File: config.mk
export PLATFORM = sky130hd
export DESIGN_NAME = phoneme_sequencer
export DESIGN_NICKNAME = d
export VERILOG_FILES = /design/src/rtl/phoneme_sequencer_pkg.sv /design/src/rtl/phoneme_fifo.sv /design/src/rtl/phoneme_sequencer.sv
export SDC_FILE = /design/constraint.sdc
export NUM_CORES = 1
export LEC_CHECK = 0
export ABC_AREA = 1
export CAP_MARGIN = 20
export CORE_AREA = 2 2 102 104
export DETAILED_ROUTE_END_ITERATION = 10
export DIE_AREA = 0 0 104 106
export PLACE_DENSITY = 0.69
export SLEW_MARGIN = 25
export SYNTH_ARGS = -nofsm -noshare
export SYNTH_HDL_FRONTEND = slang
export SYNTH_SLANG_ARGS = --single-unit
File: constraint.sdc
create_clock -name clk -period 2.7 [get_ports clk]
set_clock_uncertainty 0.05 [all_clocks]
set_input_delay 0.27 -clock clk [delete_from_list [all_inputs] [get_ports clk]]
set_output_delay 0.27 -clock clk [all_outputs]
set_load 0.02 [all_outputs]
File: src/rtl/phoneme_sequencer_pkg.sv
// Shared definitions for the phoneme sequencer: FSM state encodings,
// the default silence code and a small constant helper.
package phoneme_sequencer_pkg;

    typedef enum logic [2:0] {
        ST_IDLE      = 3'd0,
        ST_DISPATCH  = 3'd1,
        ST_WAIT_DONE = 3'd2,
        ST_GAP       = 3'd3,
        ST_PAUSE     = 3'd4
    } seq_state_e;

    localparam logic [7:0] DEFAULT_SILENCE_CODE = 8'h00;

    function automatic int max_int(input int a, input int b);
        return (a > b) ? a : b;
    endfunction

endpackage

File: src/rtl/phoneme_fifo.sv
// Synchronous FIFO with flush, occupancy count and full/empty flags.
// Pushes while full and pops while empty are ignored.
module phoneme_fifo #(
    parameter int WIDTH = 8,
    parameter int DEPTH = 8
) (
    input  logic                   clk,
    input  logic                   rst,
    input  logic                   flush,
    input  logic                   push,
    input  logic [WIDTH-1:0]       push_data,
    input  logic                   pop,
    output logic [WIDTH-1:0]       pop_data,
    output logic                   full,
    output logic                   empty,
    output logic [$clog2(DEPTH):0] count
);

    localparam int AW = $clog2(DEPTH);
    localparam int CW = AW + 1;

    logic [WIDTH-1:0] mem_q [DEPTH];
    logic [AW-1:0]    wr_q;
    logic [AW-1:0]    rd_q;
    logic [CW-1:0]    count_q;
    logic             wr_en;
    logic             rd_en;

    assign full     = (count_q == CW'(DEPTH));
    assign empty    = (count_q == '0);
    assign count    = count_q;
    assign pop_data = mem_q[rd_q];
    assign wr_en    = push && !full && !flush;
    assign rd_en    = pop && !empty && !flush;

    always_ff @(posedge clk) begin
        if (wr_en) begin
            mem_q[wr_q] <= push_data;
        end
    end

    always_ff @(posedge clk or posedge rst) begin
        if (rst) begin
            wr_q    <= '0;
            rd_q    <= '0;
            count_q <= '0;
        end else if (flush) begin
            wr_q    <= '0;
            rd_q    <= '0;
            count_q <= '0;
        end else begin
            if (wr_en) begin
                wr_q <= wr_q + AW'(1);
            end
            if (rd_en) begin
                rd_q <= rd_q + AW'(1);
            end
            unique case ({wr_en, rd_en})
                2'b10:   count_q <= count_q + CW'(1);
                2'b01:   count_q <= count_q - CW'(1);
                default: count_q <= count_q;
            endcase
        end
    end

endmodule

File: src/rtl/phoneme_sequencer.sv
// Queues firmware phoneme codes and plays them back-to-back through the
// phoneme player, with inter-phoneme gaps and timed silence pauses.
module phoneme_sequencer
    import phoneme_sequencer_pkg::*;
#(
    parameter int         FIFO_DEPTH     = 8,
    parameter int         GAP_CYCLES     = 25000,
    parameter logic [7:0] SILENCE_CODE   = DEFAULT_SILENCE_CODE,
    parameter int         SILENCE_CYCLES = 2500000
) (
    input  logic                        clk,
    input  logic                        reset,
    input  logic                        push_valid,
    input  logic [7:0]                  push_phoneme,
    output logic                        push_ready,
    input  logic                        flush,
    input  logic                        clear_overflow,
    output logic                        player_start,
    output logic [7:0]                  player_phoneme,
    input  logic                        player_done,
    output logic                        player_abort,
    output logic                        busy,
    output logic                        idle_irq,
    output logic [$clog2(FIFO_DEPTH):0] queue_count,
    output logic                        overflow
);

    localparam int CW = $clog2(FIFO_DEPTH) + 1;
    localparam int TW = $clog2(max_int(GAP_CYCLES, SILENCE_CYCLES) + 1);

    seq_state_e    state_q;
    logic [TW-1:0] timer_q;
    logic [7:0]    phon_q;
    logic          start_q;
    logic          abort_q;
    logic          irq_q;
    logic          busy_q;
    logic          ovf_q;

    logic          full;
    logic          empty;
    logic [7:0]    head;
    logic [CW-1:0] count;
    logic          push_acc;
    logic          pop;
    logic          pending_d;

    assign push_acc  = push_valid && !full && !flush;
    assign pop       = (state_q == ST_IDLE) && !empty && !flush;
    // Outside IDLE nothing is popped, so this is the next-cycle non-empty flag.
    assign pending_d = (count != '0) || push_acc;

    phoneme_fifo #(
        .WIDTH (8),
        .DEPTH (FIFO_DEPTH)
    ) u_fifo (
        .clk       (clk),
        .rst       (reset),
        .flush     (flush),
        .push      (push_acc),
        .push_data (push_phoneme),
        .pop       (pop),
        .pop_data  (head),
        .full      (full),
        .empty     (empty),
        .count     (count)
    );

    always_ff @(posedge clk or posedge reset) begin
        if (reset) begin
            ovf_q <= 1'b0;
        end else if (push_valid && full && !flush) begin
            ovf_q <= 1'b1;
        end else if (clear_overflow) begin
            ovf_q <= 1'b0;
        end
    end

    always_ff @(posedge clk or posedge reset) begin
        if (reset) begin
            state_q <= ST_IDLE;
            timer_q <= '0;
            phon_q  <= 8'h00;
            start_q <= 1'b0;
            abort_q <= 1'b0;
            irq_q   <= 1'b0;
            busy_q  <= 1'b0;
        end else begin
            start_q <= 1'b0;
            abort_q <= 1'b0;
            irq_q   <= 1'b0;
            if (flush) begin
                abort_q <= (state_q == ST_WAIT_DONE);
                state_q <= ST_IDLE;
                timer_q <= '0;
                busy_q  <= 1'b0;
            end else begin
                busy_q <= 1'b1;
                unique case (state_q)
                    ST_IDLE: begin
                        if (pop) begin
                            phon_q  <= head;
                            state_q <= ST_DISPATCH;
                        end else begin
                            busy_q <= pending_d;
                        end
                    end
                    ST_DISPATCH: begin
                        if (phon_q == SILENCE_CODE) begin
                            timer_q <= TW'(SILENCE_CYCLES);
                            state_q <= ST_PAUSE;
                        end else begin
                            start_q <= 1'b1;
                            state_q <= ST_WAIT_DONE;
                        end
                    end
                    ST_WAIT_DONE: begin
                        if (player_done) begin
                            if (GAP_CYCLES > 0) begin
                                timer_q <= TW'(GAP_CYCLES);
                                state_q <= ST_GAP;
                            end else begin
                                state_q <= ST_IDLE;
                                busy_q  <= pending_d;
                                irq_q   <= !pending_d;
                            end
                        end
                    end
                    ST_GAP, ST_PAUSE: begin
                        if (timer_q <= TW'(1)) begin
                            timer_q <= '0;
                            state_q <= ST_IDLE;
                            busy_q  <= pending_d;
                            irq_q   <= !pending_d;
                        end else begin
                            timer_q <= timer_q - TW'(1);
                        end
                    end
                    default: begin
                        state_q <= ST_IDLE;
                        timer_q <= '0;
                    end
                endcase
            end
        end
    end

    assign push_ready     = !full;
    assign player_start   = start_q;
    assign player_phoneme = phon_q;
    assign player_abort   = abort_q;
    assign busy           = busy_q;
    assign idle_irq       = irq_q;
    assign queue_count    = count;
    assign overflow       = ovf_q;

endmodule

* Yosys cells after proc, flatten, opt, wreduce, memory -nomap -nowiden *
Memory sizes are Yosys's and may differ from the RTL's. A register that Yosys moved wholly into a read port is not among the register bits.
Cells that the tools add are included.

storage, ports and cells
  output and inout bits = 18
  memories = 1
  bits in registers = 40
  memory bits (writable) = 64
  logic and storage cells = 89

memories
  name          words  bits a word  read ports  clocked after memory_dff  write ports  line                RTL
  u_fifo.mem_q  8      8            1           1                         1            phoneme_fifo.sv:22  logic [WIDTH-1:0] mem_q [DEPTH];

operators by class
  $add $sub $neg = 5
  reductions and logical operators = 27
  $lt $le $gt $ge = 1
  mux-type cells = 32
  bitwise gates (word level) = 1
  equality and inequality tests = 12

operators by type and width
  operator                                                                            number
  22-bit 2-to-1 mux                                                                   4
  22-bit case mux with 4 select lines                                                 1
  3-bit 2-to-1 mux                                                                    9
  22-bit by 1-bit less-or-equal comparator with 1-bit output (second input constant)  1
  22-bit by 1-bit subtractor with 22-bit output (second input constant)               1
  1-bit 2-to-1 mux                                                                    14
  3-bit case mux with 4 select lines                                                  1
  1-bit logical AND                                                                   10
  3-bit != test (second input constant)                                               3
  3-bit AND reduction                                                                 3
  8-bit logical NOT                                                                   1
  4-bit case mux with 2 select lines                                                  1
  3-bit by 1-bit adder with 3-bit output (second input constant)                      2
  3-bit by 2-bit == test with 1-bit output (second input constant)                    2
  2-bit nonzero test                                                                  3
  4-bit by 1-bit adder with 4-bit output (second input constant)                      1
  4-bit == test (second input constant)                                               1
  1-bit logical NOT                                                                   4
  4-bit logical NOT                                                                   1
  4-bit 2-to-1 mux                                                                    1
  4-bit nonzero test                                                                  1
  4-bit by 1-bit subtractor with 4-bit output (second input constant)                 1
  3-bit by 1-bit == test with 1-bit output (second input constant)                    1
  3-bit == test (second input constant)                                               1
  other kinds (10)                                                                    10

* Depth between registers and ports, before layout *
Gate-level depths: netlist of the first run.

  depth in word-level cells = 9
  depth in mapped cells = 16

* Cells and area by module *
A second synthesis of the first run with hierarchy kept.

unflattened totals
  cell total of the unflattened synthesis = 605
  area total of the unflattened synthesis = 5592.9 µm²

by module, submodules not included
  module             area an instance (µm²)  instances  cells each  sequential area each (µm²)
  phoneme_fifo       3235.6                  1          279         2172.1
  phoneme_sequencer  2357.3                  1          326         950.9

* Worst setup path before layout of the first run *
OpenSTA, ideal clock, no wires.

  path type = reg2reg
  start point = register u_fifo.count_q[0] (netlist: u_fifo.count[0])
  end point = register u_fifo.count_q[3] (netlist: u_fifo.count[3])
  cell stages (with the launch flop) = 15
  path buffers = 0
  path slack = 405 ps
  clock period less this slack = 2295 ps
  data arrival time = 2129 ps
  cell sequence = dfrtp_1 > nor2_1 > nand3_1 > nand2_1 > nand2_2 > inv_1 > ha_1 > a21oi_1 > nand2_1 > xor2_1 > inv_1 > nand2_1 > nand2_1 > nand2_1 > nand2_1

on the way
  cells in the longest elaborated chain, start to end = 9

RTL lines
  element                                                                    line                     RTL
  from (decl)                                                                phoneme_fifo.sv:25       logic [CW-1:0] count_q;
  from (signal assigned)                                                     phoneme_fifo.sv:59       2'b10: count_q <= count_q + CW'(1);
  from (signal assigned)                                                     phoneme_fifo.sv:60       2'b01: count_q <= count_q - CW'(1);
  from (signal assigned)                                                     phoneme_fifo.sv:61       default: count_q <= count_q;
  4-bit == test *                                                            phoneme_fifo.sv:29       assign full = (count_q == CW'(DEPTH));
  1-bit logical NOT *                                                        --
  via push_ready                                                             phoneme_sequencer.sv:15  output logic push_ready,
  1-bit logical AND (2 in series)                                            phoneme_sequencer.sv:48  assign push_acc = push_valid && !full && !flush;
  1-bit logical AND * (2 in series)                                          phoneme_fifo.sv:33       assign wr_en = push && !full && !flush;
  2-bit by 1-bit == test with 1-bit output or 2-bit == test (tied branches)  phoneme_fifo.sv:58       unique case ({wr_en, rd_en})
  4-bit case mux with 2 select lines                                         phoneme_fifo.sv:58
  4-bit 2-to-1 mux                                                           phoneme_fifo.sv:47       end else if (flush) begin

Mark *: on every way through the listed nets, which the timed path passes. The rest lies on a longest branch.
A chain may end at the register's enable or synchronous reset.

* Worst setup path in the final report of the first run *
  start point = register state_q[0]
  end point = register u_fifo.count_q[3] (netlist: u_fifo.count[3])

on the way
  cells in the longest elaborated chain, start to end = 8

RTL lines
  element                                                                    line                      RTL
  from (decl)                                                                phoneme_sequencer.sv:31   seq_state_e state_q;
  from (signal assigned)                                                     phoneme_sequencer.sv:81   state_q <= ST_IDLE;
  from (signal assigned)                                                     phoneme_sequencer.sv:94   state_q <= ST_IDLE;
  from (signal assigned)                                                     phoneme_sequencer.sv:103  state_q <= ST_DISPATCH;
  3-bit logical NOT *                                                        phoneme_sequencer.sv:49   assign pop = (state_q == ST_IDLE) && !empty && !flush;
  1-bit logical AND * (2 in series)                                          phoneme_sequencer.sv:49
  1-bit logical AND * (2 in series)                                          phoneme_fifo.sv:34        assign rd_en = pop && !empty && !flush;
  2-bit by 1-bit == test with 1-bit output or 2-bit == test (tied branches)  phoneme_fifo.sv:58
  4-bit case mux with 2 select lines                                         phoneme_fifo.sv:58
  4-bit 2-to-1 mux                                                           phoneme_fifo.sv:47

Every way passes the cells marked *; elsewhere a longest branch is shown, timed or not.

==> results.sh, run 1 <==
export IMPL_status="finished, final reports clean"
export IMPL_comb_power_share_pct=47.6
export IMPL_crit_path_end_kind="flop"
export IMPL_drtAntennaViolNets=0
export IMPL_grt_pass1_wl_um=19200
export IMPL_peakVddDrop_uv=499
export IMPL_grt_util_all_layers_pct=22.0
export IMPL_grt_max_degree=40
export IMPL_final_util_pct=60.7
export IMPL_crit_required_ps=2930
export IMPL_finalWirelength_um=11500
export IMPL_dp_hpwl_um=7790
export IMPL_path_cells="inv_2 -> nand2_2 -> nor2_2 -> nand3_4 -> inv_4 -> nand2_2 -> inv_1 -> ha_1 -> a21oi_1 -> nand2_1 -> xor2_1 -> inv_1 -> nand2_1 -> nand2_1 -> nand2_1 -> nand2_1"
export IMPL_routedWlPerCell_um=15.1
export IMPL_finalSetupTns_ps=0
export IMPL_clock_latency_ps=380
export IMPL_slew_violations=0
export IMPL_cts_sinks=112
export IMPL_yosysTopAreaCellShare_pct=35.9
export IMPL_htreeDepth=3
export IMPL_finalCritPeriodShare_pct=93.1
export IMPL_pre_cts_slack_ps=-40.4
export IMPL_clkPwrFrac_pct=16.2
export IMPL_power_density_mw_per_mm2=1040
export IMPL_synth_top_family_by_area="simple AND/OR/NAND/NOR gates"
export IMPL_cts_tree="yes"
export IMPL_gp_congestion=0.894
export IMPL_ys_ff_latch=112
export IMPL_worstMarginPinSlew_ps=848
export IMPL_rows=37
export IMPL_power_leakage_nw=2.66
export IMPL_seq_power_share_pct=36.2
export IMPL_layout_setup_ws_ps=186
export IMPL_viasPerCell=5.32
export IMPL_yosysTopAreaCell="edfxtp_1"
export IMPL_cp_arrival_ps=2740
export IMPL_critPathSlowestCell="dfrtp_1"
export IMPL_diodes=0
export IMPL_cts_setup_buffers=0
export IMPL_netlist_top_cells_area="edfxtp_1 36%, dfrtp_1 22%, nand2_1 9.1%"
export IMPL_synth_mux_area_share_pct=0
export IMPL_post_cts_resized=0
export IMPL_critPathMostFrequentCell="nand2_1"
export IMPL_numPortBuffers=31
export IMPL_rsz0062_at_grt="no"
export IMPL_hold_viol_final=0
export IMPL_route_detailed_drc=0
export IMPL_vias=4067
export IMPL_clkTransAtPathRegs_ps=100
export IMPL_dieArea_sq_mm=0.0110
export IMPL_crit_fanout=11
export IMPL_synthCells=582
export IMPL_synth_fp_nets=603
export IMPL_fmax_mhz=398
export IMPL_hold_path_class="primary input to async pin"
export IMPL_clock_path_buffers=2
export IMPL_synth_area_sq_mm=0.00535
export IMPL_numCtsBuffers=9
export IMPL_die_w_um=104
export IMPL_layout_drive_gt1_share_pct=8.43
export IMPL_slew_limit_headroom_pct=43.4
export IMPL_fin_crit_ps=2510
export IMPL_ys_seq_area_share_pct=58.4
export IMPL_sw_frac_of_total_pct=43.6
export IMPL_internal_power_w=0.00355
export IMPL_cpPeakStageDelay_ps=450
export IMPL_grt_pass1_vias=4045
export IMPL_ys_warnings_count=0
export IMPL_postCtsHoldBufs=0
export IMPL_setup_viol=0
export IMPL_pin_count=32
export IMPL_antenna_found_initial=0
export IMPL_start_util_pct=53.5
export IMPL_drv_cap=0
export IMPL_grt_overflow=0
export IMPL_synth_xor_area_share_pct=1.80
export IMPL_startpoint_type="flop"
export IMPL_cts_root_buf="clkbuf_8"
export IMPL_drt_initial_drc_count=156
export IMPL_die_height_um=106
export IMPL_power_switching_w=0.00275
export IMPL_synth_compound_area_share_pct=9.41
export IMPL_synthToLayoutAreaGrowth_pct=13.6
export IMPL_synth_simple_area_share_pct=23.9
export IMPL_worstSetupPathType="flop to flop"
export IMPL_ys_types=35
export IMPL_layout_nets=645
export IMPL_synthAdderAreaFrac_pct=1.78
export IMPL_dr_pass1_iters=5
export IMPL_coreArea_sq_mm=0.0100
export IMPL_syn_mean_instance_area_sq_um=9.19
## worst max-delay path, delay by kind of cell (launching register included)
kind / cells / cell delay (ps)
buffers and inverters: 4 / 460
flip-flops: 1 / 450
AO/OA/AOI/OAI: 1 / 170
XOR/XNOR: 1 / 210
adder cells (fa/ha/maj): 1 / 290
AND/OR/NAND/NOR: 9 / 780
## power by group through the flow
stage / clock (W) / combinational (W) / sequential [W]
global route: 0.00110 / 0.00342 / 0.00231
global placement: 0 / 0.00290 / 0.00230
detailed placement: 0 / 0.00298 / 0.00231
CTS: 0.00105 / 0.00299 / 0.00228
finish: 0.00102 / 0.00300 / 0.00228
floorplan: 0 / 0.00210 / 0.00239
## flip-flops by register name (all words and copies together), names as in the netlist
name and cells:
busy 1, idle_irq 1, overflow 1, player_abort 1, player_phoneme 8, player_start 1
state_q 3, timer_q 22, u_fifo.count 4, u_fifo.mem_q 64, u_fifo.rd_q 3, u_fifo.wr_q 3
## routing by layer
layer  track usage [%]  wire, um
met1              27.6      4850
met2              38.1      5890
met3              5.21       580
met4              7.05       201
met5                 0         0
## Yosys cell counts (all sizes together)
| library cell | n |
|---|---|
| nand2 | 135 |
| ha | 6 |
| xnor2 | 5 |
| dfrtp | 48 |
| clkbuf | 10 |
| buf | 6 |
| inv | 45 |
| a21oi | 11 |
| o22ai | 3 |
| xor2 | 6 |
| or2 | 1 |
| nand3b | 2 |
| nor2 | 122 |
| o21a | 1 |
| edfxtp | 64 |
| nor3 | 2 |
| nand4 | 4 |
| nor4 | 1 |
| o211ai | 16 |
| fa | 1 |
| o21bai | 3 |
| o32ai | 1 |
| o21ai | 54 |
| nand3 | 35 |
## cell usage in the layout (no fill, tap or decap), drive strengths merged
master / n
a21oi: 11
buf: 16
bufinv: 1
clkbuf: 9
clkdlybuf4s50: 31
clkinv: 3
clkinvlp: 1
dfrtp: 48
edfxtp: 64
fa: 1
ha: 6
inv: 47
nand2: 135
nand3: 35
nand3b: 2
nand4: 4
nor2: 122
nor3: 2
nor4: 1
o211ai: 16
o21a: 1
o21ai: 54
o21bai: 3
o22ai: 3
o32ai: 1
or2: 1
xnor2: 5
xor2: 6
## stage by stage
step	area, sq um	total power (W)	std cells	hold slack [ps]
floorplan	5350	0.00449	582	291
detailed placement	5870	0.00529	749	443
global route	6070	0.00683	765	405
CTS	6070	0.00632	765	346
finish	6070	0.00630	765	332
global placement	5870	0.00521	749	440
## final timing paths
| path | from | end | slack (ps) | cells past startpoint |
|---|---|---|---|---|
| max | state_q[0]$_DFFE_PP0P_ | u_fifo.count[3]$_DFFE_PP0P_ | 190 | 16 |
| min | reset | player_abort$_DFF_PP0_ | 330 | 2 |
| max reg2reg | state_q[0]$_DFFE_PP0P_ | u_fifo.count[3]$_DFFE_PP0P_ | 190 | 16 |
| min reg2reg | player_phoneme[2]$_DFFE_PP0P_ | player_phoneme[2]$_DFFE_PP0P_ | 470 | 2 |
| max in group asynchronous | reset | player_phoneme[3]$_DFFE_PP0P_ | 1640 | 3 |
| min in group clk | clear_overflow | overflow$_DFFE_PP0P_ | 410 | 2 |
## layout make-up
cell class	count	area (sq um)
Fill cell	859	3930
Sequential cell	112	3120
Multi-Input combinational cell	409	1970
Timing Repair Buffer	47	430
Inverter	45	174
Tap cell	136	170
Clock buffer	9	124
Clock inverter	7	77.6
## kinds of logic (layout without fill, tap and decap cells)
| family | count (synthesis) | count (layout) |
|---|---|---|
| AO/OA/AOI/OAI | 89 | 89 |
| XOR/XNOR | 11 | 11 |
| adder cells (fa/ha/maj) | 7 | 7 |
| buffers and inverters | 61 | 108 |
| flip-flops | 112 | 112 |
| AND/OR/NAND/NOR | 302 | 302 |
No activity file was read; power rests on OpenSTA's default activity.
==> run 2, diff against run 1 <==
--- a/config.mk
+++ b/config.mk
@@ -7,10 +7,12 @@
 export LEC_CHECK = 0
 export ABC_AREA = 1
 export CAP_MARGIN = 20
-export CORE_AREA = 2 2 102 104
+export CELL_PAD_IN_SITES_DETAIL_PLACEMENT = 1
+export CELL_PAD_IN_SITES_GLOBAL_PLACEMENT = 1
+export CORE_AREA = 2 2 111 113
 export DETAILED_ROUTE_END_ITERATION = 10
-export DIE_AREA = 0 0 104 106
-export PLACE_DENSITY = 0.69
+export DIE_AREA = 0 0 113 115
+export PLACE_DENSITY = 0.75
 export SLEW_MARGIN = 25
 export SYNTH_ARGS = -nofsm -noshare
 export SYNTH_HDL_FRONTEND = slang
==> run 2 against run 1 <==
Effect of this change:
- worst setup slack gained 160 ps
- largest power group unchanged
- sequential cell count is the same
- sequential power is essentially flat
- critical path depth shrank 1
- register-to-register slack gained 160 ps
- the flow now finishes with violations (design-rule violations)
- worst hold slack lost 180 ps
- final area grew 2.6%
- combinational power grew 3%
- non-clock buffer count grew 3
- utilization shrank 8.0 points
- power grew 8.8%
- critical path type unchanged
- highest routed layer unchanged
- fmax grew 6.8%
==> results.sh, run 2 (synthesis results as in run 1) <==
export IMPL_clock_path_buffers=2
export IMPL_crit_required_ps=2910
export IMPL_power_leakage_nw=2.73
export IMPL_dr_pass1_iters=7
export IMPL_clkPwrFrac_pct=21.0
export IMPL_worstMarginPinSlew_ps=679
export IMPL_failed_checks="design-rule violations"
export IMPL_pin_count=32
export IMPL_layout_nets=648
export IMPL_numCtsBuffers=9
export IMPL_crit_path_end_kind="flop"
export IMPL_comb_power_share_pct=45.2
export IMPL_final_common_cell="nand2_1"
export IMPL_route_detailed_drc=2
export IMPL_r2r_start="u_fifo.count[0]$_DFFE_PP0P_"
export IMPL_hold_viol_final=0
export IMPL_layout_setup_ws_ps=347
export IMPL_die_height_um=115
export IMPL_antenna_found_initial=0
export IMPL_coreArea_sq_mm=0.0118
export IMPL_grt_pass1_vias=4460
export IMPL_cts_root_buf="clkbuf_16"
export IMPL_top_register="u_fifo.mem_q"
export IMPL_ff2ff_path_depth=15
export IMPL_power_switching_w=0.00296
export IMPL_fill_cells=1345
export IMPL_final_cell_mix="129 x nand2_1, 115 x nor2_1, 64 x edfxtp_1"
export IMPL_viasPerCell=5.40
export IMPL_numPortBuffers=31
export IMPL_post_cts_resized=0
export IMPL_crit_fanout=6
export IMPL_finalWirelength_um=13700
export IMPL_startpoint_type="flop"
export IMPL_vias=4209
export IMPL_finalCritPeriodShare_pct=87.1
export IMPL_largest_register_ffs=64
export IMPL_rows=40
export IMPL_cts_tree="yes"
export IMPL_worstSetupPathType="flop to flop"
export IMPL_synthToLayoutAreaGrowth_pct=16.6
export IMPL_fmax_mhz=425
export IMPL_slew_limit_headroom_pct=54.7
export IMPL_grt_max_degree=35
export IMPL_gp_congestion=0.836
export IMPL_htreeDepth=3
export IMPL_hold_path_class="primary input to async pin"
export IMPL_peakVddDrop_uv=458
export IMPL_drtAntennaViolNets=0
export IMPL_cts_sinks=112
export IMPL_drv_cap=0
export IMPL_die_w_um=113
export IMPL_layout_drive_gt1_share_pct=9.02
export IMPL_slew_violations=0
export IMPL_diodes=0
export IMPL_cp_arrival_ps=2560
export IMPL_grt_pass1_wl_um=22800
export IMPL_pre_cts_slack_ps=123
export IMPL_r2r_end="u_fifo.count[3]$_DFFE_PP0P_"
export IMPL_grt_util_all_layers_pct=22.8
export IMPL_grt_overflow=0
export IMPL_finalSetupTns_ps=0
export IMPL_postCtsHoldBufs=0
export IMPL_drt_initial_drc_count=207
export IMPL_start_util_pct=45.3
export IMPL_clock_latency_ps=360
export IMPL_reg2reg_slack_ps=350
export IMPL_dp_hpwl_um=9750
export IMPL_setup_viol=0
export IMPL_fin_crit_ps=2350
export IMPL_rsz0062_at_grt="no"
export IMPL_internal_power_w=0.00389
export IMPL_status="finished with violations"
export IMPL_clkTransAtPathRegs_ps=80
export IMPL_sw_frac_of_total_pct=43.2
export IMPL_routedWlPerCell_um=17.6
export IMPL_cts_setup_buffers=0
export IMPL_seq_power_share_pct=33.7
export IMPL_power_density_mw_per_mm2=1100
export IMPL_dieArea_sq_mm=0.0130
run 2: cell count changes in the layout (fill, tap and decap cells not counted), sizes merged:
cell / before / now
buf: 16 / 19
clkinv: 3 / 2
clkinvlp: 1 / 0
inv: 47 / 49
run 2: layout make-up:
type	count	area (sq um)	area share (%)
Multi-Input combinational cell	409	1970	31.7
Inverter	45	171	2.75
Clock inverter	7	103	1.65
Sequential cell	112	3120	50.1
Timing Repair Buffer	50	453	7.27
Tap cell	147	184	2.95
Clock buffer	9	225	3.61
run 2: how the worst max path moves through the flow:
stage / startpoint / slack [ps] / endpoint
floorplan: u_fifo.count[0]$_DFFE_PP0P_ / 400 / u_fifo.count[3]$_DFFE_PP0P_
global placement: flush / 280 / u_fifo.count[3]$_DFFE_PP0P_
detailed placement: flush / 120 / u_fifo.count[3]$_DFFE_PP0P_
CTS: u_fifo.count[0]$_DFFE_PP0P_ / 330 / u_fifo.count[3]$_DFFE_PP0P_
global route: u_fifo.count[0]$_DFFE_PP0P_ / 140 / u_fifo.count[3]$_DFFE_PP0P_
finish: u_fifo.count[0]$_DFFE_PP0P_ / 350 / u_fifo.count[3]$_DFFE_PP0P_
run 2: layer usage:
metal	global-route usage [%]	wire length, um
met1	29.2	6230
met2	39.6	6950
met3	4.48	457
met4	6.67	106
met5	0	0
run 2: power by group through the flow:
stage	sequential, W	clock, W	combinational [W]
floorplan	0.00239	0	0.00210
global placement	0.00233	0	0.00298
detailed placement	0.00235	0	0.00311
CTS	0.00231	0.00147	0.00313
global route	0.00235	0.00153	0.00354
finish	0.00231	0.00144	0.00310
run 2: stage by stage:
stage / hold slack [ps] / instances / total power [W] / utilization [%] / area, sq um
2_1_floorplan: 291 / 582 / 0.00449 / - / 5350
3_3_place_gp: 446 / 763 / 0.00531 / 50.0 / 5900
3_5_place_dp: 447 / 763 / 0.00546 / 50.0 / 5900
4_1_cts: 161 / 779 / 0.00692 / 52.8 / 6230
5_1_grt: 197 / 779 / 0.00742 / 52.8 / 6230
6_report: 154 / 779 / 0.00685 / 52.8 / 6230
run 2: critical path, cell delays in order, from the launching register on:
cell and delay, ps:
dfrtp_1 460, nor2_1 180, nand3_1 200, nand3_4 110, inv_2 40, nand2_2 70, inv_1 100, ha_1 340
a21oi_1 180, nand2_1 80, xor2_1 170, inv_1 60, nand2_1 50, nand2_1 50, nand2_1 50, nand2_1 40
==> run 3, diff against run 2 <==
==> constraint.sdc (replaced) <==
create_clock -name clk -period 2.7 [get_ports clk]
set_clock_uncertainty 0.05 [all_clocks]
set_input_delay 0.81 -clock clk [delete_from_list [all_inputs] [get_ports clk]]
set_output_delay 0.81 -clock clk [all_outputs]
set_load 0.02 [all_outputs]
==> run 3 against run 2 <==
Effect of this change:
- register-to-register slack improved by 90 ps
- the run still ends with design-rule violations left
- critical endpoint unchanged
- via count fell by 0.38%
- largest power group unchanged
- first-iteration DRC count rose by 5.3%
- largest cell class unchanged
- worst hold slack improved by 320 ps
- clock power fell by 10%
- fmax fell by 6.6%
- routed wire length fell by 0.68%
- sequential power barely moved
- power fell by 1.5%
- final area rose by 0.82%
- highest routed layer unchanged
- sequential share of layout area fell by 0.41 points
==> results.sh, run 3 (synthesis results as in run 1) <==
export IMPL_setup_viol=0
export IMPL_die_height_um=115
export IMPL_vias=4193
export IMPL_gp_congestion=0.856
export IMPL_drv_cap=0
export IMPL_dp_hpwl_um=9680
export IMPL_path_cells="clkdlybuf4s50_1 -> nor2_1 -> nand2_1 -> nand2_2 -> inv_1 -> ha_1 -> a21oi_1 -> nand2_1 -> xor2_1 -> inv_1 -> nand2_1 -> nand2_1 -> nand2_1 -> nand2_1"
export IMPL_postCtsHoldBufs=0
export IMPL_seq_power_share_pct=34.2
export IMPL_critPathMostFrequentCell="nand2_1"
export IMPL_critPathSlowestCell="clkdlybuf4s50_1"
export IMPL_layout_nets=658
export IMPL_final_util_pct=53.2
export IMPL_cp_arrival_ps=2720
export IMPL_power_leakage_nw=2.77
export IMPL_power_w=0.00675
export IMPL_critPathTopFamily="buffers and inverters"
export IMPL_sw_frac_of_total_pct=43.5
export IMPL_viasPerCell=5.31
export IMPL_crit_fanout=4
export IMPL_peakVddDrop_uv=455
export IMPL_die_w_um=113
export IMPL_cts_sinks=112
export IMPL_critPathBufInv=3
export IMPL_comb_power_share_pct=46.8
export IMPL_fmax_mhz=397
export IMPL_diodes=0
export IMPL_dieArea_sq_mm=0.0130
export IMPL_clkPwrFrac_pct=19.1
export IMPL_top_register="u_fifo.mem_q"
export IMPL_antenna_found_initial=0
export IMPL_grt_overflow=0
export IMPL_numCtsBuffers=9
export IMPL_clkTransAtPathRegs_ps=80
export IMPL_pin_count=32
export IMPL_crit_required_ps=2900
export IMPL_clock_latency_ps=350
export IMPL_rows=40
export IMPL_slew_limit_headroom_pct=51.3
export IMPL_final_common_cell="nand2_1"
export IMPL_htreeDepth=3
export IMPL_layout_drive_gt1_share_pct=10.4
export IMPL_grt_pass1_wl_um=22600
export IMPL_fin_crit_ps=2520
export IMPL_drt_initial_drc_count=218
export IMPL_cts_root_buf="clkbuf_16"
export IMPL_fill_cells=1383
export IMPL_crit_path_end_kind="flop"
export IMPL_cts_tree="yes"
export IMPL_cpPeakStageDelay_ps=510
export IMPL_hold_path_class="flop to flop"
export IMPL_finalWirelength_um=13600
export IMPL_worstSetupPathType="primary input to flop"
export IMPL_largest_register_ffs=64
export IMPL_power_switching_w=0.00293
export IMPL_finalCritPeriodShare_pct=93.3
export IMPL_internal_power_w=0.00382
export IMPL_status="finished with violations"
export IMPL_routedWlPerCell_um=17.3
export IMPL_numPortBuffers=31
export IMPL_grt_pass1_vias=4390
export IMPL_dr_pass1_iters=7
export IMPL_final_cell_mix="129 x nand2_1, 115 x nor2_1, 64 x edfxtp_1"
export IMPL_power_density_mw_per_mm2=1070
export IMPL_synthToLayoutAreaGrowth_pct=17.5
export IMPL_clock_path_buffers=2
export IMPL_route_detailed_drc=2
export IMPL_drtAntennaViolNets=0
export IMPL_start_util_pct=45.3
export IMPL_slew_violations=0
export IMPL_worstMarginPinSlew_ps=730
export IMPL_hold_viol_final=0
export IMPL_failed_checks="design-rule violations"
export IMPL_grt_max_degree=49
export IMPL_startpoint_type="primary input"
export IMPL_grt_util_all_layers_pct=22.6
export IMPL_rsz0062_at_grt="no"
export IMPL_coreArea_sq_mm=0.0118
-- run 3: worst reg2reg max path, cell delays in order (launching register included) --
cell and delay, ps:
dfrtp_1 460, nor2_1 180, nand3_1 210, nand3_4 120, inv_2 40, nand2_2 50, inv_1 60, ha_1 310
a21oi_1 150, nand2_1 80, xor2_1 180, inv_1 60, nand2_1 50, nand2_1 50, nand2_1 50, nand2_1 40
-- run 3: per-stage QoR --
step	area (sq um)	worst slack [ps]	hold slack, ps	cells	TNS, ps
after floorplan	5350	405	435	582	0
after global placement	5990	-101	445	773	-101
after detailed placement	5990	-194	463	773	-333
after CTS	6280	49.2	483	789	0
after global routing	6280	17.3	515	789	0
final	6280	180	478	789	0
-- run 3: what timing repair did --
action / CTS / global route
setup endpoints to repair: 0 / 1
resized for setup: 0 / 1
buffers inserted: 0 / 0
-- run 3: path summary, 6_finish.rpt --
kind,start,endpoint,slack [ps],cells after the start
max in group asynchronous,reset,player_phoneme[6]$_DFFE_PP0P_,1610,3
min reg2reg,player_phoneme[6]$_DFFE_PP0P_,player_phoneme[6]$_DFFE_PP0P_,480,2
min in group asynchronous,reset,busy$_DFF_PP0_,760,3
max,flush,u_fifo.count[3]$_DFFE_PP0P_,180,14
max reg2reg,u_fifo.count[0]$_DFFE_PP0P_,u_fifo.count[3]$_DFFE_PP0P_,440,15
min,player_phoneme[6]$_DFFE_PP0P_,player_phoneme[6]$_DFFE_PP0P_,480,2
-- run 3: routing by layer --
layer | track usage, % | vias to the layer above | share of wire, %
met5 | 0 | - | 0
met4 | 6.10 | 0 | 1.3
met3 | 4.64 | 13 | 3.8
met2 | 38.4 | 68 | 50
met1 | 29.9 | 2072 | 45
li1 | - | 2040 | -
-- run 3: power groups by stage --
| stage | Sequential [W] | Clock [W] | Combinational, W |
|---|---|---|---|
| finish | 0.00231 | 0.00129 | 0.00316 |
| global route | 0.00235 | 0.00138 | 0.00355 |
| CTS | 0.00231 | 0.00133 | 0.00318 |
| detailed placement | 0.00234 | 0 | 0.00315 |
| global placement | 0.00233 | 0 | 0.00301 |
| floorplan | 0.00239 | 0 | 0.00210 |
-- run 3: cell type report --
type	count	area (sq um)	share of cell area (%)
multi-input cells	409	1970	31.4
inverters	45	171	2.73
clock inverters	7	63.8	1.02
repair buffers	60	543	8.64
clock buffers	9	225	3.58
flip-flops and latches	112	3120	49.7
well taps	147	184	2.93
